<file path="src/rtl/elbeth_pipeline_ctrl_pkg.sv">
// Shared encodings for the elbeth pipeline controller: forward selects,
// controller state codes and the operand-source selection rule.
package elbeth_pipeline_ctrl_pkg;

  typedef logic [1:0] fwdSel_t;

  localparam fwdSel_t    FWD_GPR = 2'b00;
  localparam fwdSel_t    FWD_ALU = 2'b01;
  localparam fwdSel_t    FWD_MEM = 2'b10;

  localparam logic [1:0] CTRL_RUN      = 2'b00;
  localparam logic [1:0] CTRL_MEM_WAIT = 2'b01;
  localparam logic [1:0] CTRL_FLUSH    = 2'b10;

  localparam logic [4:0] RD_ZERO = 5'd0;

  // An ALU result is usable as soon as it exists; a load result only in the
  // cycle the data memory delivers it.
  function automatic fwdSel_t selectFwd(input logic match, input logic memEn,
                                        input logic isLoad, input logic ready);
    if (match && !memEn)
      return FWD_ALU;
    else if (match && isLoad && ready)
      return FWD_MEM;
    else
      return FWD_GPR;
  endfunction

endpackage

</file>
<file path="src/rtl/elbeth_pipeline_ctrl_if.sv">
// Control bus between the IF/ID/EXS datapath and the pipeline sequencer.
interface elbeth_pipeline_ctrl_if;
  import elbeth_pipeline_ctrl_pkg::*;

  logic [4:0] idRs1;
  logic [4:0] idRs2;
  logic [4:0] exsRdAddr;
  logic       exsWGprEn;
  logic       exsMemEn;
  logic       exsMemWr;
  logic       dmemReady;
  logic       exsBranchTaken;

  logic       ifStall;
  logic       idStall;
  logic       exsStall;
  logic       ifFlush;
  logic       idFlush;
  logic       exsFlush;
  fwdSel_t    fwdSelRs1;
  fwdSel_t    fwdSelRs2;
  logic       memTimeoutErr;

  modport master (
    output idRs1, idRs2, exsRdAddr, exsWGprEn, exsMemEn, exsMemWr,
           dmemReady, exsBranchTaken,
    input  ifStall, idStall, exsStall, ifFlush, idFlush, exsFlush,
           fwdSelRs1, fwdSelRs2, memTimeoutErr
  );

  modport slave (
    input  idRs1, idRs2, exsRdAddr, exsWGprEn, exsMemEn, exsMemWr,
           dmemReady, exsBranchTaken,
    output ifStall, idStall, exsStall, ifFlush, idFlush, exsFlush,
           fwdSelRs1, fwdSelRs2, memTimeoutErr
  );

endinterface

</file>
<file path="src/rtl/elbeth_pipeline_ctrl_hazard_unit.sv">
// RAW match detection between the ID source operands and the EXS destination.
module elbeth_hazard_unit
  import elbeth_pipeline_ctrl_pkg::*;
(
  input  logic [4:0] i_idRs1,
  input  logic [4:0] i_idRs2,
  input  logic [4:0] i_exsRdAddr,
  input  logic       i_exsWGprEn,
  output logic       o_matchRs1,
  output logic       o_matchRs2
);

  // x0 is hard-wired to zero, so a write to it never produces a hazard.
  logic w_rdValid;
  assign w_rdValid  = i_exsWGprEn && (i_exsRdAddr != RD_ZERO);

  assign o_matchRs1 = w_rdValid && (i_idRs1 == i_exsRdAddr);
  assign o_matchRs2 = w_rdValid && (i_idRs2 == i_exsRdAddr);

endmodule

</file>
<file path="src/rtl/elbeth_pipeline_ctrl.sv">
// Pipeline sequencer: stalls on data-memory waits, flushes IF/ID after taken
// branches, aborts hung accesses via a watchdog and drives forward selects.
module elbeth_pipeline_ctrl
  import elbeth_pipeline_ctrl_pkg::*;
#(
  parameter int FLUSH_CYCLES = 1,
  parameter int MEM_TIMEOUT  = 255,
  parameter int CNT_W        = 8
) (
  input  logic                 clk,
  input  logic                 rst,
  elbeth_pipeline_ctrl_if.slave io_bus
);

  logic             w_matchRs1;
  logic             w_matchRs2;
  logic             w_memStall;
  logic             w_isLoad;
  logic             w_branch;

  logic [1:0]       r_state;
  logic [3:0]       r_flushCnt;
  logic [CNT_W-1:0] r_watchdog;
  logic             r_branchPending;

  logic [1:0]       w_nextState;
  logic [3:0]       w_nextFlushCnt;
  logic [CNT_W-1:0] w_nextWatchdog;
  logic             w_nextPending;
  logic             w_stallAll;
  logic             w_flushIfId;
  logic             w_flushExs;
  logic             w_timeoutErr;

  elbeth_hazard_unit u_hazard (
    .i_idRs1     (io_bus.idRs1),
    .i_idRs2     (io_bus.idRs2),
    .i_exsRdAddr (io_bus.exsRdAddr),
    .i_exsWGprEn (io_bus.exsWGprEn),
    .o_matchRs1  (w_matchRs1),
    .o_matchRs2  (w_matchRs2)
  );

  assign w_memStall = io_bus.exsMemEn && !io_bus.dmemReady;
  assign w_isLoad   = io_bus.exsMemEn && !io_bus.exsMemWr;
  // A branch seen while stalled is remembered and acted on once the stall lifts.
  assign w_branch   = io_bus.exsBranchTaken || r_branchPending;

  always_comb begin
    w_nextState    = r_state;
    w_nextFlushCnt = r_flushCnt;
    w_nextWatchdog = r_watchdog;
    w_nextPending  = r_branchPending;
    w_stallAll     = 1'b0;
    w_flushIfId    = 1'b0;
    w_flushExs     = 1'b0;
    w_timeoutErr   = 1'b0;
    case (r_state)
      CTRL_RUN: begin
        if (w_memStall) begin
          w_stallAll     = 1'b1;
          w_nextState    = CTRL_MEM_WAIT;
          w_nextWatchdog = CNT_W'(1);
          w_nextPending  = r_branchPending || io_bus.exsBranchTaken;
        end else if (w_branch) begin
          w_flushIfId    = 1'b1;
          w_nextState    = CTRL_FLUSH;
          w_nextFlushCnt = 4'(FLUSH_CYCLES);
          w_nextPending  = 1'b0;
        end
      end
      CTRL_MEM_WAIT: begin
        if (io_bus.dmemReady) begin
          w_nextWatchdog = '0;
          if (w_branch) begin
            w_flushIfId    = 1'b1;
            w_nextState    = CTRL_FLUSH;
            w_nextFlushCnt = 4'(FLUSH_CYCLES);
            w_nextPending  = 1'b0;
          end else begin
            w_nextState    = CTRL_RUN;
          end
        end else if (r_watchdog == CNT_W'(MEM_TIMEOUT)) begin
          w_flushExs     = 1'b1;
          w_timeoutErr   = 1'b1;
          w_nextState    = CTRL_RUN;
          w_nextWatchdog = '0;
          w_nextPending  = 1'b0;
        end else begin
          w_stallAll     = 1'b1;
          w_nextWatchdog = r_watchdog + CNT_W'(1);
          w_nextPending  = r_branchPending || io_bus.exsBranchTaken;
        end
      end
      CTRL_FLUSH: begin
        if (w_memStall) begin
          w_stallAll     = 1'b1;
          w_nextPending  = r_branchPending || io_bus.exsBranchTaken;
        end else if (w_branch) begin
          w_flushIfId    = 1'b1;
          w_nextFlushCnt = 4'(FLUSH_CYCLES);
          w_nextPending  = 1'b0;
        end else if (r_flushCnt != 4'd0) begin
          w_flushIfId    = 1'b1;
          w_nextFlushCnt = r_flushCnt - 4'd1;
          if (r_flushCnt == 4'd1)
            w_nextState  = CTRL_RUN;
        end else begin
          w_nextState    = CTRL_RUN;
        end
      end
      default: begin
        w_nextState    = CTRL_RUN;
        w_nextFlushCnt = 4'd0;
        w_nextWatchdog = '0;
        w_nextPending  = 1'b0;
      end
    endcase
  end

  always_ff @(posedge clk or posedge rst) begin
    if (rst) begin
      r_state         <= CTRL_RUN;
      r_flushCnt      <= 4'd0;
      r_watchdog      <= '0;
      r_branchPending <= 1'b0;
    end else begin
      r_state         <= w_nextState;
      r_flushCnt      <= w_nextFlushCnt;
      r_watchdog      <= w_nextWatchdog;
      r_branchPending <= w_nextPending;
    end
  end

  // Outputs are forced quiet for as long as reset is held.
  assign io_bus.ifStall       = !rst && w_stallAll;
  assign io_bus.idStall       = !rst && w_stallAll;
  assign io_bus.exsStall      = !rst && w_stallAll;
  assign io_bus.ifFlush       = !rst && w_flushIfId;
  assign io_bus.idFlush       = !rst && w_flushIfId;
  assign io_bus.exsFlush      = !rst && w_flushExs;
  assign io_bus.memTimeoutErr = !rst && w_timeoutErr;
  assign io_bus.fwdSelRs1     = rst ? FWD_GPR :
      selectFwd(w_matchRs1, io_bus.exsMemEn, w_isLoad, io_bus.dmemReady);
  assign io_bus.fwdSelRs2     = rst ? FWD_GPR :
      selectFwd(w_matchRs2, io_bus.exsMemEn, w_isLoad, io_bus.dmemReady);

endmodule

</file>
<file path="src/flat_wrapper.sv">
// flat-port wrapper written by rule: the top's interface ports become plain ports
module elbeth_pipeline_ctrl_flat import elbeth_pipeline_ctrl_pkg::*;
#(
  parameter int FLUSH_CYCLES = 1,
  parameter int MEM_TIMEOUT  = 255,
  parameter int CNT_W        = 8
)
  (clk, rst, io_bus_idRs1, io_bus_idRs2, io_bus_exsRdAddr, io_bus_exsWGprEn, io_bus_exsMemEn, io_bus_exsMemWr, io_bus_dmemReady, io_bus_exsBranchTaken, io_bus_ifStall, io_bus_idStall, io_bus_exsStall, io_bus_ifFlush, io_bus_idFlush, io_bus_exsFlush, io_bus_fwdSelRs1, io_bus_fwdSelRs2, io_bus_memTimeoutErr);
  elbeth_pipeline_ctrl_if io_bus_i ();
  input  logic clk;
  input  logic rst;
  input wire logic [$bits(io_bus_i.idRs1)-1:0] io_bus_idRs1;
  input wire logic [$bits(io_bus_i.idRs2)-1:0] io_bus_idRs2;
  input wire logic [$bits(io_bus_i.exsRdAddr)-1:0] io_bus_exsRdAddr;
  input wire logic [$bits(io_bus_i.exsWGprEn)-1:0] io_bus_exsWGprEn;
  input wire logic [$bits(io_bus_i.exsMemEn)-1:0] io_bus_exsMemEn;
  input wire logic [$bits(io_bus_i.exsMemWr)-1:0] io_bus_exsMemWr;
  input wire logic [$bits(io_bus_i.dmemReady)-1:0] io_bus_dmemReady;
  input wire logic [$bits(io_bus_i.exsBranchTaken)-1:0] io_bus_exsBranchTaken;
  output wire logic [$bits(io_bus_i.ifStall)-1:0] io_bus_ifStall;
  output wire logic [$bits(io_bus_i.idStall)-1:0] io_bus_idStall;
  output wire logic [$bits(io_bus_i.exsStall)-1:0] io_bus_exsStall;
  output wire logic [$bits(io_bus_i.ifFlush)-1:0] io_bus_ifFlush;
  output wire logic [$bits(io_bus_i.idFlush)-1:0] io_bus_idFlush;
  output wire logic [$bits(io_bus_i.exsFlush)-1:0] io_bus_exsFlush;
  output wire logic [$bits(io_bus_i.fwdSelRs1)-1:0] io_bus_fwdSelRs1;
  output wire logic [$bits(io_bus_i.fwdSelRs2)-1:0] io_bus_fwdSelRs2;
  output wire logic [$bits(io_bus_i.memTimeoutErr)-1:0] io_bus_memTimeoutErr;
  assign io_bus_i.idRs1 = io_bus_idRs1;
  assign io_bus_i.idRs2 = io_bus_idRs2;
  assign io_bus_i.exsRdAddr = io_bus_exsRdAddr;
  assign io_bus_i.exsWGprEn = io_bus_exsWGprEn;
  assign io_bus_i.exsMemEn = io_bus_exsMemEn;
  assign io_bus_i.exsMemWr = io_bus_exsMemWr;
  assign io_bus_i.dmemReady = io_bus_dmemReady;
  assign io_bus_i.exsBranchTaken = io_bus_exsBranchTaken;
  assign io_bus_ifStall = io_bus_i.ifStall;
  assign io_bus_idStall = io_bus_i.idStall;
  assign io_bus_exsStall = io_bus_i.exsStall;
  assign io_bus_ifFlush = io_bus_i.ifFlush;
  assign io_bus_idFlush = io_bus_i.idFlush;
  assign io_bus_exsFlush = io_bus_i.exsFlush;
  assign io_bus_fwdSelRs1 = io_bus_i.fwdSelRs1;
  assign io_bus_fwdSelRs2 = io_bus_i.fwdSelRs2;
  assign io_bus_memTimeoutErr = io_bus_i.memTimeoutErr;
  elbeth_pipeline_ctrl #(.FLUSH_CYCLES(FLUSH_CYCLES), .MEM_TIMEOUT(MEM_TIMEOUT), .CNT_W(CNT_W)) u_core (.clk(clk), .rst(rst), .io_bus(io_bus_i));
endmodule
</file>
<file path="config.mk">
export PLATFORM = sky130hd
export DESIGN_NAME = elbeth_pipeline_ctrl_flat
export DESIGN_NICKNAME = d
export VERILOG_FILES = /design/src/rtl/elbeth_pipeline_ctrl_pkg.sv /design/src/rtl/elbeth_pipeline_ctrl_if.sv /design/src/rtl/elbeth_pipeline_ctrl_hazard_unit.sv /design/src/rtl/elbeth_pipeline_ctrl.sv /design/src/flat_wrapper.sv
export SDC_FILE = /design/constraint.sdc
export NUM_CORES = 1
export LEC_CHECK = 0
export BUFFER_PORTS_ARGS = -buffer_cell sky130_fd_sc_hd__buf_2
export CELL_PAD_IN_SITES_DETAIL_PLACEMENT = 0
export CELL_PAD_IN_SITES_GLOBAL_PLACEMENT = 1
export CORE_AREA = 2 2 60 62
export DETAILED_ROUTE_END_ITERATION = 16
export DIE_AREA = 0 0 62 64
export PLACE_DENSITY_LB_ADDON = 0.1
export SLEW_MARGIN = 25
export SYNTH_ARGS = -nofsm -noshare
export SYNTH_HDL_FRONTEND = slang
export SYNTH_SLANG_ARGS = --single-unit
export TNS_END_PERCENT = 20
</file>
<file path="constraint.sdc">
create_clock -name clk -period 2.3 [get_ports clk]
set_clock_uncertainty 0.1 [all_clocks]
set_input_delay 0.23 -clock clk [delete_from_list [all_inputs] [get_ports clk]]
set_output_delay 0.23 -clock clk [all_outputs]
set_load 0.01 [all_outputs]
</file>
==> reports/results.txt, run 1 <==
The tools report the routed length on met2 as 1160 um. The tools report the maximum level of the CTS H-tree as 1. The net count of the finished layout is 194. STA puts the critical path data required time at 1970 ps. The logs give 0 for the hold violation total from the final report and 341 for the count of fill cells added during filler insertion. After synthesis the netlist holds a flip-flop and latch count of 15.

The count of buffers inserted at the top-level ports is 32. The first global-routing pass estimated 4660 um of wire. Summed over all layers, the global routing overflow is 0. The power spent charging and discharging nets was 0.379 mW. The share of flip-flops with an asynchronous set or reset came out at 1.00.

Relative slew slack: 0.615. Derived from the worst setup path, the maximum achievable clock frequency is 0.454 GHz. The share of the synthesized area in the top cell type is 0.337. Switching fraction of total power: 0.395. TritonCTS created 3 clock buffers.

The run gives 33 as the top-level I/O count. After detailed routing, the number of remaining DRC violations is 0. The final critical path time including I/O delays and setup came out at 2200 ps.

The global router's overall resource usage was 0.153. The detailed router used layers up to and including met4. The worst-case IR drop observed on VDD is 0.297 mV.

For this design the static power due to leakage is 0.651 nW. The logs give 0.00328 mm^2 for the area of the core and 129 for the post-synthesis instance total. The worst setup path is captured at an output pin. The count of cells along the worst register-to-register path was 4; the internal portion of total power was 0.582 mW.

The clock net in this run drives a total of 15 sinks. By count the netlist is led by sky130_fd_sc_hd__dfrtp_1 (15), sky130_fd_sc_hd__nor2_1 (15), sky130_fd_sc_hd__inv_1 (9). The die outline height was 64 um.

Power comes to 0.961 mW. sky130_fd_sc_hd__dfrtp_1 takes more of the synthesized area than any other cell. The transition time at the pin with the least slew margin works out to 572 ps. The sum of net half-perimeters after detailed placement is 2120 um, and the fraction of power consumed by the clock network is 0.168. The tree is rooted in a sky130_fd_sc_hd__clkbuf_4. For this design the ratio of total power to cell area is 691 mW/mm^2.

For the sequential fraction of design power, the log shows 0.402. The run finished with clean final reports. Averaged over all synthesized cells, the footprint is 8.64 um^2. The number of different library cells in the post-synthesis netlist is 38. The share of cells above drive strength 1 was 0.293.

The logs give 155 for the net count after synthesis and 2680 um for the total routed wirelength. The critical register-to-register path startpoint was u_core.r_flushCnt[2]$_DFFE_PP0P_. For the maximum clock insertion buffer count, the log shows 2.

During synthesis, Yosys emitted a total of 0 warnings. The share of the cycle needed by the critical path after routing is 0.958. Setup violations remaining at the end of the flow were counted as 0. The cell area after layout was 0.00139 mm^2.

The number of antenna diodes in the final layout is 0. The routed metal-1 wirelength was 1330 um. The total negative setup slack was 0 ps; the number of core rows was 21. TritonCTS built the clock tree. Sorting the synthesized cells by area gives the leading types as sky130_fd_sc_hd__dfrtp_1 (34%), sky130_fd_sc_hd__xor2_1 (6.3%), sky130_fd_sc_hd__nor2_1 (5.1%), sky130_fd_sc_hd__xnor2_1 (4.7%), sky130_fd_sc_hd__ha_1 (4.5%). The most critical setup path has its startpoint at u_core.r_state[0]$_DFFE_PP0P_. The most critical setup path has its endpoint at io_bus_ifStall. Setup repair after global routing left no endpoint under its margin.

The number of vias in the routed layout is 1,052, and the length of the first detailed-routing pass in iterations is 4. The count of flip-flops with a built-in enable after synthesis was 0; the relative area change from synthesis to final layout was 24.8%. The routed length on met3 was 136 um.

The path type of the worst setup path is flip-flop to output pin. In this run the cell area measured after placement is 0.00134 mm^2. The average wire per standard cell came out at 12.6 um. Post-route core utilization: 0.424. For the worst-skew pair, the clock arrives at the later sink with an insertion delay of 290 ps. Routability-driven placement finished with a final weighted congestion of 0.775.

The tools report the critical path startpoint category as a flip-flop. The initial cell density of the core was 0.339; the pin count of the biggest net entering global routing was 17. The detail-routed via count per cell came out at 4.94.

The most used flip-flop cell after synthesis is sky130_fd_sc_hd__dfrtp_1. The worst-case hold slack is 191 ps, and the largest fanout on the critical path is 10. Clock-pin slew was measured on the worst setup and hold paths at 100 ps. At the worst endpoint, the arrival time is 1870 ps. The tools report the total standard cell area after synthesis as 0.00111 mm^2. The end of the worst register-to-register path is u_core.r_flushCnt[2]$_DFFE_PP0P_.

The proportion of power drawn by combinational gates is 0.430, and the number of global-route vias before repair is 1,058. The die width is 62 um, and the antenna violation net count after detailed routing is 0. The setup check on the worst reg-to-reg path leaves a slack of 350 ps. The number of antenna violations at the first check in global routing was 0; the number of max-slew violations in the final report was 0. The type of the worst min-delay path was input port to flip-flop.

The die covers 0.00397 mm^2. Max-cap violations in this run came to 0. The detailed router finished its first iteration with 16 violations. The tools report the sequential element share of the synthesized area as 0.337.
==> power by group through the flow <==
stage | combinational (mW) | clock [mW] | sequential [mW]
floorplan | 0.316 | 0 | 0.353
global placement | 0.392 | 0 | 0.394
detailed placement | 0.394 | 0 | 0.396
CTS | 0.398 | 0.172 | 0.391
global route | 0.471 | 0.187 | 0.398
finish | 0.413 | 0.162 | 0.386
==> metal layers <==
metal | track usage | vias to the layer above
met3 | 0.0182 | 4
li1 | - | 541
met2 | 0.224 | 35
met5 | 0 | -
met4 | 0.0638 | 0
met1 | 0.222 | 472
==> state kept, by name, indices dropped and copies added (netlist names) <==
register                cells
u_core.r_watchdog           8
u_core.r_flushCnt           4
u_core.r_state              2
u_core.r_branchPending      1
==> worst min-delay path by stage <==
stage | startpoint | cells past startpoint | endpoint | slack [ps]
final | io_bus_dmemReady | 3 | u_core.r_state[1]$_DFFE_PP0P_ | 190
after floorplan | rst | 1 | u_core.r_branchPending$_DFF_PP0_ | 40
after global placement | rst | 3 | u_core.r_watchdog[7]$_DFFE_PP0P_ | 210
after CTS | io_bus_dmemReady | 3 | u_core.r_state[1]$_DFFE_PP0P_ | 180
after detailed placement | rst | 3 | u_core.r_watchdog[6]$_DFFE_PP0P_ | 210
after global routing | io_bus_dmemReady | 3 | u_core.r_state[1]$_DFFE_PP0P_ | 210
==> logic make-up after synthesis <==
family,share of synthesized area
buf+inv,0.0673
xor+xnor,0.110
compound gates,0.182
mux,0.00898
fa+ha+maj,0.0449
flops,0.337
simple gates,0.250
==> per-stage QoR <==
| step | cells | worst slack (ps) |
|---|---|---|
| after global routing | 213 | 16.1 |
| after detailed placement | 206 | 336 |
| after global placement | 206 | 373 |
| after CTS | 211 | 12.1 |
| final | 213 | 96.1 |
| after floorplan | 129 | 255 |
==> critical path: stages, from the launching register on <==
cell and delay, ps:
sky130_fd_sc_hd__dfrtp_2 440, sky130_fd_sc_hd__buf_4 180, sky130_fd_sc_hd__or3b_2 510, sky130_fd_sc_hd__and2_1 190
sky130_fd_sc_hd__nor2_2 110, sky130_fd_sc_hd__buf_2 140
==> final cells by class <==
cell class	instances	area [um^2]	share of cell area
timing repair buffer	41	230	0.165
sequential	15	377	0.271
inverter	9	33.8	0.0243
tap	46	57.6	0.0414
clock buffer	4	26.3	0.0189
multi-input combinational	98	667	0.479
==> cells in the final DEF (no fill, tap or decap), drive strengths merged, types with 6 or more instances in the layout <==
cell   count
buf       40
dfrtp     15
xor2       8
nor2      15
o21ai      9
inv        9
xnor2      6
==> what timing repair did <==
action                                  4_1_cts  5_1_grt
endpoints found under the setup margin        3        3
endpoints found under the hold margin        15        0
gates resized for setup                       1        1
hold buffers                                  1        0
buffers inserted                              0        2
No activity file was read; power rests on OpenSTA's default activity.
==> run 2: changes to the inputs <==
--- a/config.mk
+++ b/config.mk
@@ -11,7 +11,8 @@
 export CORE_AREA = 2 2 60 62
 export DETAILED_ROUTE_END_ITERATION = 16
 export DIE_AREA = 0 0 62 64
-export PLACE_DENSITY_LB_ADDON = 0.1
+export PLACE_DENSITY = 0.72
+export SKIP_LAST_GASP = 1
 export SLEW_MARGIN = 25
 export SYNTH_ARGS = -nofsm -noshare
 export SYNTH_HDL_FRONTEND = slang
==> run 2 against run 1 <==
Compared with the run above: die area is the same; sequential share of layout area is 0.47 points higher; via count is 0.29% lower; sequential power up 1%; non-clock buffer count decreased by 3; routed wire length is 3.7% lower.
==> reports/results.txt, run 2 (synthesis results as in run 1) <==
Kind of cell with the highest combined delay on the critical path: simple AND/OR/NAND/NOR gates. Maximum clock insertion buffer count: 2 (unchanged). For the highest attainable clock frequency, the log shows 0.468 GHz (+3.2%).

The die outline height is 64 um (unchanged), and the area of the core is 0.00328 mm^2 (unchanged). The diode insertion count for antenna repair was 0 (unchanged); the static leakage power was 0.638 nW (-1.9%). The cell area after layout is 0.00137 mm^2 (-1.7%). The number of logic stages on the critical path including buffering works out to 5 (unchanged). The tools report the number of max-slew violations in the final report as 0 (unchanged).

The library cell used most frequently in the layout, excluding fill and tap cells, is sky130_fd_sc_hd__buf_2. The required time at the worst-slack endpoint was 1970 ps (about the same). The area of all sequential standard cells is 377 um^2 (unchanged), and the number of flip-flops in the largest register is 8 (unchanged).

The global router's overall resource usage was 0.142 (-0.0116). The largest stage delay on the critical path was 510 ps (about the same); the sum of net half-perimeters after detailed placement was 2120 um (-0.30%). The maximum vdd ir drop is 0.394 mV (+33%), and the die outline area is 0.00397 mm^2 (unchanged). Walking the worst path, the cells encountered are nor3b_1 -> buf_4 -> nand4_1 -> nor3_1 -> buf_2.

The buffers plus inverters on the worst setup path came out at 2 (unchanged). Initial cell density of the core: 0.339 (unchanged). The number of vias in the routed layout was 1,049 (-0.29%); the count of cells along the worst register-to-register path was 4 (unchanged).

The share of the cycle needed by the critical path after routing is 0.929 (-0.0295), and the power density normalized to cell area is 676 mW/mm^2 (-2.1%). The number of antenna violations at the first check in global routing was 0 (unchanged). The register bank with the most flops was u_core.r_watchdog. Antenna violation net count after detailed routing: 0 (unchanged). The die width was 62 um (unchanged). The sum of overflow across all layers after global routing came out at 0 (unchanged). The logs give 33 (unchanged) for the top-level I/O count and 0.792 (+2.2%) for the weighted congestion at the end of routability-driven global placement.

The tools report the max-capacitance violation count as 0 (unchanged). TritonCTS built the clock tree. The share of cells above drive strength 1 was 0.280 (-0.0129); the relative area change from synthesis to final layout was 22.7%. The critical path is of the flip-flop to output pin type. The pin count of the biggest net entering global routing came out at 16 (-1). The transition time at the pin with the least slew margin is 534 ps (-37.6 ps), and the insertion delay of the later-clocked pin in the worst-skew pair is 290 ps (about the same).

The count of buffers inserted at the top-level ports came out at 32 (unchanged). The maximum level of the CTS H-tree came out at 1 (unchanged). The capturing element type of the critical path is an output pin. The critical path launch point was u_core.r_state[1]$_DFFE_PP0P_.

The DRC violations left is 0 (unchanged). The number of core rows came out at 21 (unchanged). The tools report the wire length of the first global-routing pass as 4380 um (-6.1%). The area after detailed placement was 0.00133 mm^2 (-0.56%). The critical path startpoint category was a flip-flop. The overall power of the completed layout is 0.925 mW (-3.8%), and the hold violation total from the final report is 0 (unchanged).

CTS placed an instance of sky130_fd_sc_hd__clkbuf_4 at the clock tree root. The total negative setup slack is 0 ps (unchanged). The run gives 205 (-0.49%) as the total placed cells including tap cells. The register-to-register path setup slack was 370 ps (+20 ps). In the layout the commonest cells are sky130_fd_sc_hd__buf_2 (32), sky130_fd_sc_hd__nor2_1 (15), sky130_fd_sc_hd__dfrtp_1 (14). In this run the worst hold path is classified as input port to flip-flop. The post-CTS setup repair buffer count was 0 (unchanged). The endpoint identified for the worst register-to-register timing path is u_core.r_flushCnt[2]$_DFFE_PP0P_. The clock sink total came out at 15 (unchanged). The non-filler instance count after layout is 210 (-1.4%). Cell type of the slowest stage on the worst timing path: sky130_fd_sc_hd__dfrtp_1.

The count of nets after finishing came out at 191 (-1.5%). The tools report the number of buffers added by the clock tree synthesis step as 3 (unchanged). Setup repair after global routing left no endpoint under its margin. The relative slew slack came out at 0.640 (+0.0253). The run gives 66 (+50) as the detailed router's first-iteration violation count. The arrival time at the worst endpoint was 1810 ps (-60 ps); the count of fill cells added during filler insertion was 340 (-0.29%). The detail-routed via count per cell was 5.00 (+1.1%). Clock slew seen by the registers of the worst setup and hold paths: 90 ps (about the same). Destination of the critical timing path: io_bus_memTimeoutErr. The largest registers in the layout are u_core.r_watchdog (8), u_core.r_flushCnt (4), u_core.r_state (2). The average wire per standard cell was 12.3 um (-2.3%); the length of the first detailed-routing pass in iterations was 4 (unchanged).

The largest fanout on the critical path was 11 (+1). The run gives 0 (unchanged) as the number of setup violations in the final report. The multi-input combinational cell area came out at 664 um^2 (-0.38%). The final critical path time including I/O delays and setup works out to 2140 ps (-67.8 ps). The critical register-to-register path startpoint was u_core.r_flushCnt[2]$_DFFE_PP0P_. The flow ran to the end, and the final reports show no timing, DRC or antenna violations. The logs give 2580 um (-3.7%) for the total routed wirelength and 977 (-7.7%) for the number of global-route vias before repair.
run 2: changes by cell type in the layout (fill, tap and decap cells not counted), sizes merged:
| cell | delta |
|---|---|
| clkinv | +1 |
| buf | -3 |
| clkbuf | -1 |
run 2: area by class of cell:
type	instances	area share
sequential	15	0.275
timing repair buffer	38	0.152
tap	46	0.0421
inverter	9	0.0247
clock inverter	1	0.00366
clock buffer	3	0.0165
multi-input combinational	98	0.486
run 2: routing by layer:
| metal | vias to the layer above | track usage | wire length, um |
|---|---|---|---|
| met2 | 24 | 0.240 | 1380 |
| met4 | 0 | 0.00798 | 0 |
| li1 | 529 | - | - |
| met3 | 0 | 0.0364 | 121 |
| met1 | 496 | 0.186 | 1080 |
| met5 | - | 0 | 0 |
run 2: worst reg2reg max path: stages (launching register included):
cell and delay [ps]:
sky130_fd_sc_hd__dfrtp_1 400, sky130_fd_sc_hd__or4_4 560, sky130_fd_sc_hd__o41a_4 400, sky130_fd_sc_hd__and4_1 220, sky130_fd_sc_hd__o21a_1 160
run 2: worst min-delay path by stage:
stage	from	end	slack, ps	cells after the start
2_1_floorplan	rst	u_core.r_branchPending$_DFF_PP0_	40	1
3_3_place_gp	rst	u_core.r_watchdog[4]$_DFFE_PP0P_	230	3
3_5_place_dp	rst	u_core.r_watchdog[4]$_DFFE_PP0P_	240	3
4_1_cts	io_bus_dmemReady	u_core.r_state[1]$_DFFE_PP0P_	190	3
5_1_grt	io_bus_dmemReady	u_core.r_state[1]$_DFFE_PP0P_	220	3
6_report	io_bus_dmemReady	u_core.r_state[1]$_DFFE_PP0P_	200	3
run 2: where the power goes:
| group | internal (mW) | switching, mW |
|---|---|---|
| sequential | 0.319 | 0.0706 |
| clock | 0.0647 | 0.0908 |
| combinational | 0.182 | 0.197 |
run 2: per-stage QoR:
stage | utilization | setup slack, ps | hold slack, ps
floorplan | - | 255 | 39.4
global placement | 0.405 | 400 | 228
detailed placement | 0.405 | 388 | 239
CTS | 0.416 | 117 | 192
global route | 0.416 | 21.4 | 220
finish | 0.416 | 164 | 198
run 2: repair_timing:
item | in CTS | in global routing
hold buffers | 1 | 0
resized for setup | 0 | 1
endpoints found under the hold margin | 15 | 0
setup endpoints to repair | 0 | 4
==> run 3: changes to the inputs <==
--- a/config.mk
+++ b/config.mk
@@ -5,12 +5,12 @@
 export SDC_FILE = /design/constraint.sdc
 export NUM_CORES = 1
 export LEC_CHECK = 0
-export BUFFER_PORTS_ARGS = -buffer_cell sky130_fd_sc_hd__buf_2
+export BUFFER_PORTS_ARGS = -buffer_cell sky130_fd_sc_hd__buf_4
 export CELL_PAD_IN_SITES_DETAIL_PLACEMENT = 0
 export CELL_PAD_IN_SITES_GLOBAL_PLACEMENT = 1
-export CORE_AREA = 2 2 60 62
+export CORE_AREA = 2 2 54 69
 export DETAILED_ROUTE_END_ITERATION = 16
-export DIE_AREA = 0 0 62 64
+export DIE_AREA = 0 0 56 71
 export PLACE_DENSITY = 0.72
 export SKIP_LAST_GASP = 1
 export SLEW_MARGIN = 25
==> run 3 against run 2 <==
Compared with the run above: utilization grew 1.9 points; register-to-register slack hardly changed; non-clock buffer count grew 1; critical path depth stayed put; final cell count decreased by 2.9%; die area up 0.20%; global-route usage increased by 0.51 points; via count up 2.9%; hold slack improved by 42 ps; fmax increased by 1.4%; routed wire length grew 7.0%; clock power rose by 38%.
==> reports/results.txt, run 3 (synthesis results as in run 1) <==
End of the worst register-to-register path: u_core.r_flushCnt[2]$_DFFE_PP0P_. The logs give 0.00336 mm^2 (+2.4%) for the area of the core and 2250 um (+6.3%) for the sum of net half-perimeters after detailed placement. The logs give 199 (-2.9%) for the total placed cells including tap cells and 1970 ps (about the same) for the required time at the worst-slack endpoint.

The area after detailed placement was 0.00141 mm^2 (+5.9%); the global router's overall resource usage was 0.147 (+0.00508). The clock slew seen by the registers of the worst setup and hold paths is 60 ps (-30 ps), and the top-level I/O count is 33 (unchanged). The logs give 0.00398 mm^2 (+0.20%) for the die outline area and 1780 ps (-30 ps) for the arrival time at the worst endpoint.

DRC violations left: 0 (unchanged). The total routed wirelength is 2770 um (+7.0%), and the post-CTS setup repair buffer count is 0 (unchanged). The maximum vdd ir drop is 0.387 mV (-1.9%), and the length of the first detailed-routing pass in iterations is 4 (unchanged). The run finished with clean final reports.

The final critical path time including I/O delays and setup was 2110 ps (-28.9 ps); the die width was 56 um (-9.7%). Total negative setup slack: 0 ps (unchanged). The average wire per standard cell came out at 13.6 um (+10%).

TritonCTS built the clock tree. The tools report the number of max-slew violations in the final report as 0 (unchanged). The routed length on met2 came out at 1450 um (+5.0%).

The tools report the number of antenna violations at the first check in global routing as 0 (unchanged). Wire length of the first global-routing pass: 4690 um (+7.1%). The weighted congestion at the end of routability-driven global placement is 0.828 (+4.5%), and the final worst-path setup slack is 193 ps (+28.9 ps). The routed length on met3 came out at 148 um (+22%). The destination of the critical timing path was io_bus_exsFlush. The antenna violation net count after detailed routing was 0 (unchanged); the initial cell density of the core was 0.331 (-0.00796).

For the number of global-route vias before repair, the log shows 1,059 (+8.4%). In this run the clock root is driven by a sky130_fd_sc_hd__clkbuf_8. Diode insertion count for antenna repair: 0 (unchanged). In the final layout, the registers with the most flip-flops are u_core.r_watchdog (8), u_core.r_flushCnt (4), u_core.r_state (2). Top layer reached by signal wires: met4. The largest fanout on the critical path came out at 11 (unchanged). The routed metal-1 wirelength is 1140 um (+4.8%).

The detail-routed via count per cell was 5.29 (+5.9%). Ranked by flip-flop count, first place goes to u_core.r_watchdog. The count of buffers inserted at the top-level ports came out at 32 (unchanged). The transition time at the pin with the least slew margin was 615 ps (+81.1 ps). The count of nets after finishing is 192 (+0.52%), and the setup slack after placement is 379 ps (-8.99 ps). For the highest attainable clock frequency, the log shows 0.475 GHz (+1.4%). The maximum level of the CTS H-tree is 1 (unchanged), and the pin count of the biggest net entering global routing is 17 (+1). The maximum clock insertion buffer count came out at 2 (unchanged). Post-route core utilization: 0.435 (+0.0185). The power density normalized to cell area came out at 696 mW/mm^2 (+3.0%). The share of the cycle needed by the critical path after routing was 0.916 (-0.0125); the detailed router's first-iteration violation count was 23 (-65%). Leaving out fill and tap cells, the most frequent cells in the layout are sky130_fd_sc_hd__buf_4 (38), sky130_fd_sc_hd__nor2_1 (15), sky130_fd_sc_hd__dfrtp_1 (15).

The logs give 3 (unchanged) for the number of buffers added by the clock tree synthesis step and 0.00146 mm^2 (+7.0%) for the cell area after layout. The most critical setup path has its startpoint at u_core.r_state[1]$_DFFE_PP0P_. The relative slew slack is 0.586 (-0.0546). The tools report the insertion delay of the later-clocked pin in the worst-skew pair as 250 ps (-40 ps). The setup path with the least slack is of type flip-flop to output pin. The tools report the non-filler instance count after layout as 204 (-2.9%). In this run the worst hold path is classified as input port to flip-flop.

The number of flip-flops in the largest register is 8 (unchanged). The run gives 1,079 (+2.9%) as the number of vias in the routed layout. For the static leakage power, the log shows 0.668 nW (+4.7%). The run gives 370 ps (about the same) as the register-to-register path setup slack. The worst register-to-register path begins at u_core.r_flushCnt[2]$_DFFE_PP0P_. The run gives 24 (+14%) as the number of core rows.

Setup repair after global routing left no endpoint under its margin. Capturing element type of the critical path: an output pin. For the hold violation total from the final report, the log shows 0 (unchanged). STA classifies the critical path startpoint as a flip-flop. The max-capacitance violation count came out at 0 (unchanged). The die outline height works out to 71 um (+11%).

The number of setup violations in the final report was 0 (unchanged); the count of cells along the worst register-to-register path was 4 (unchanged). The clock sink total is 15 (unchanged). Commonest non-fill, non-tap cell in the layout: sky130_fd_sc_hd__buf_4. The share of cells above drive strength 1 is 0.273 (-0.00776). Relative to the synthesized area, the layout overhead comes to 31.2%.

The tools report the sum of overflow across all layers after global routing as 0 (unchanged).
==> run 3: stage by stage <==
step,hold slack [ps],total power [mW]
floorplan,39.4,0.669
CTS,231,1.03
global placement,203,0.802
detailed placement,206,0.809
finish,240,1.02
global route,244,1.10
==> run 3: how the worst min path moves through the flow <==
stage	end	slack [ps]	cells after the start	startpoint
final	u_core.r_state[1]$_DFFE_PP0P_	240	3	io_bus_dmemReady
after global routing	u_core.r_state[1]$_DFFE_PP0P_	240	3	io_bus_dmemReady
after CTS	u_core.r_state[1]$_DFFE_PP0P_	230	3	io_bus_dmemReady
after detailed placement	u_core.r_watchdog[4]$_DFFE_PP0P_	210	3	rst
after global placement	u_core.r_watchdog[4]$_DFFE_PP0P_	200	3	rst
after floorplan	u_core.r_branchPending$_DFF_PP0_	40	1	rst
==> run 3: final cells by class <==
type	count	area [um^2]
Tap cell	39	48.8
Clock buffer	4	45.0
Sequential cell	15	375
Fill cell	352	1900
Timing Repair Buffer	39	295
Inverter	9	33.8
Multi-Input combinational cell	98	664
==> run 3: timing repair <==
| item | 4_1_cts | 5_1_grt |
|---|---|---|
| resized for setup | 0 | 0 |
| hold endpoints to repair | 15 | 0 |
| hold buffers | 1 | 0 |
==> run 3: report_power, final <==
| group | total (mW) | switching (mW) | internal (mW) | leakage, nW |
|---|---|---|---|---|
| Sequential | 0.387 | 0.0680 | 0.319 | 0.199 |
| Combinational | 0.417 | 0.214 | 0.203 | 0.446 |
| Clock | 0.215 | 0.0921 | 0.123 | 0.0228 |
==> run 3: metal layers <==
metal | vias up | GRT usage
met3 | 2 | 0.0238
li1 | 532 | -
met4 | 0 | 0.0688
met5 | - | 0
met2 | 37 | 0.272
met1 | 508 | 0.160
==> run 3: worst max-delay path, stage by stage (launching register included) <==
cell,delay (ps)
sky130_fd_sc_hd__dfrtp_1,500
sky130_fd_sc_hd__nor3b_1,330
sky130_fd_sc_hd__buf_4,180
sky130_fd_sc_hd__nand4_1,110
sky130_fd_sc_hd__nor3_1,240
sky130_fd_sc_hd__buf_4,180
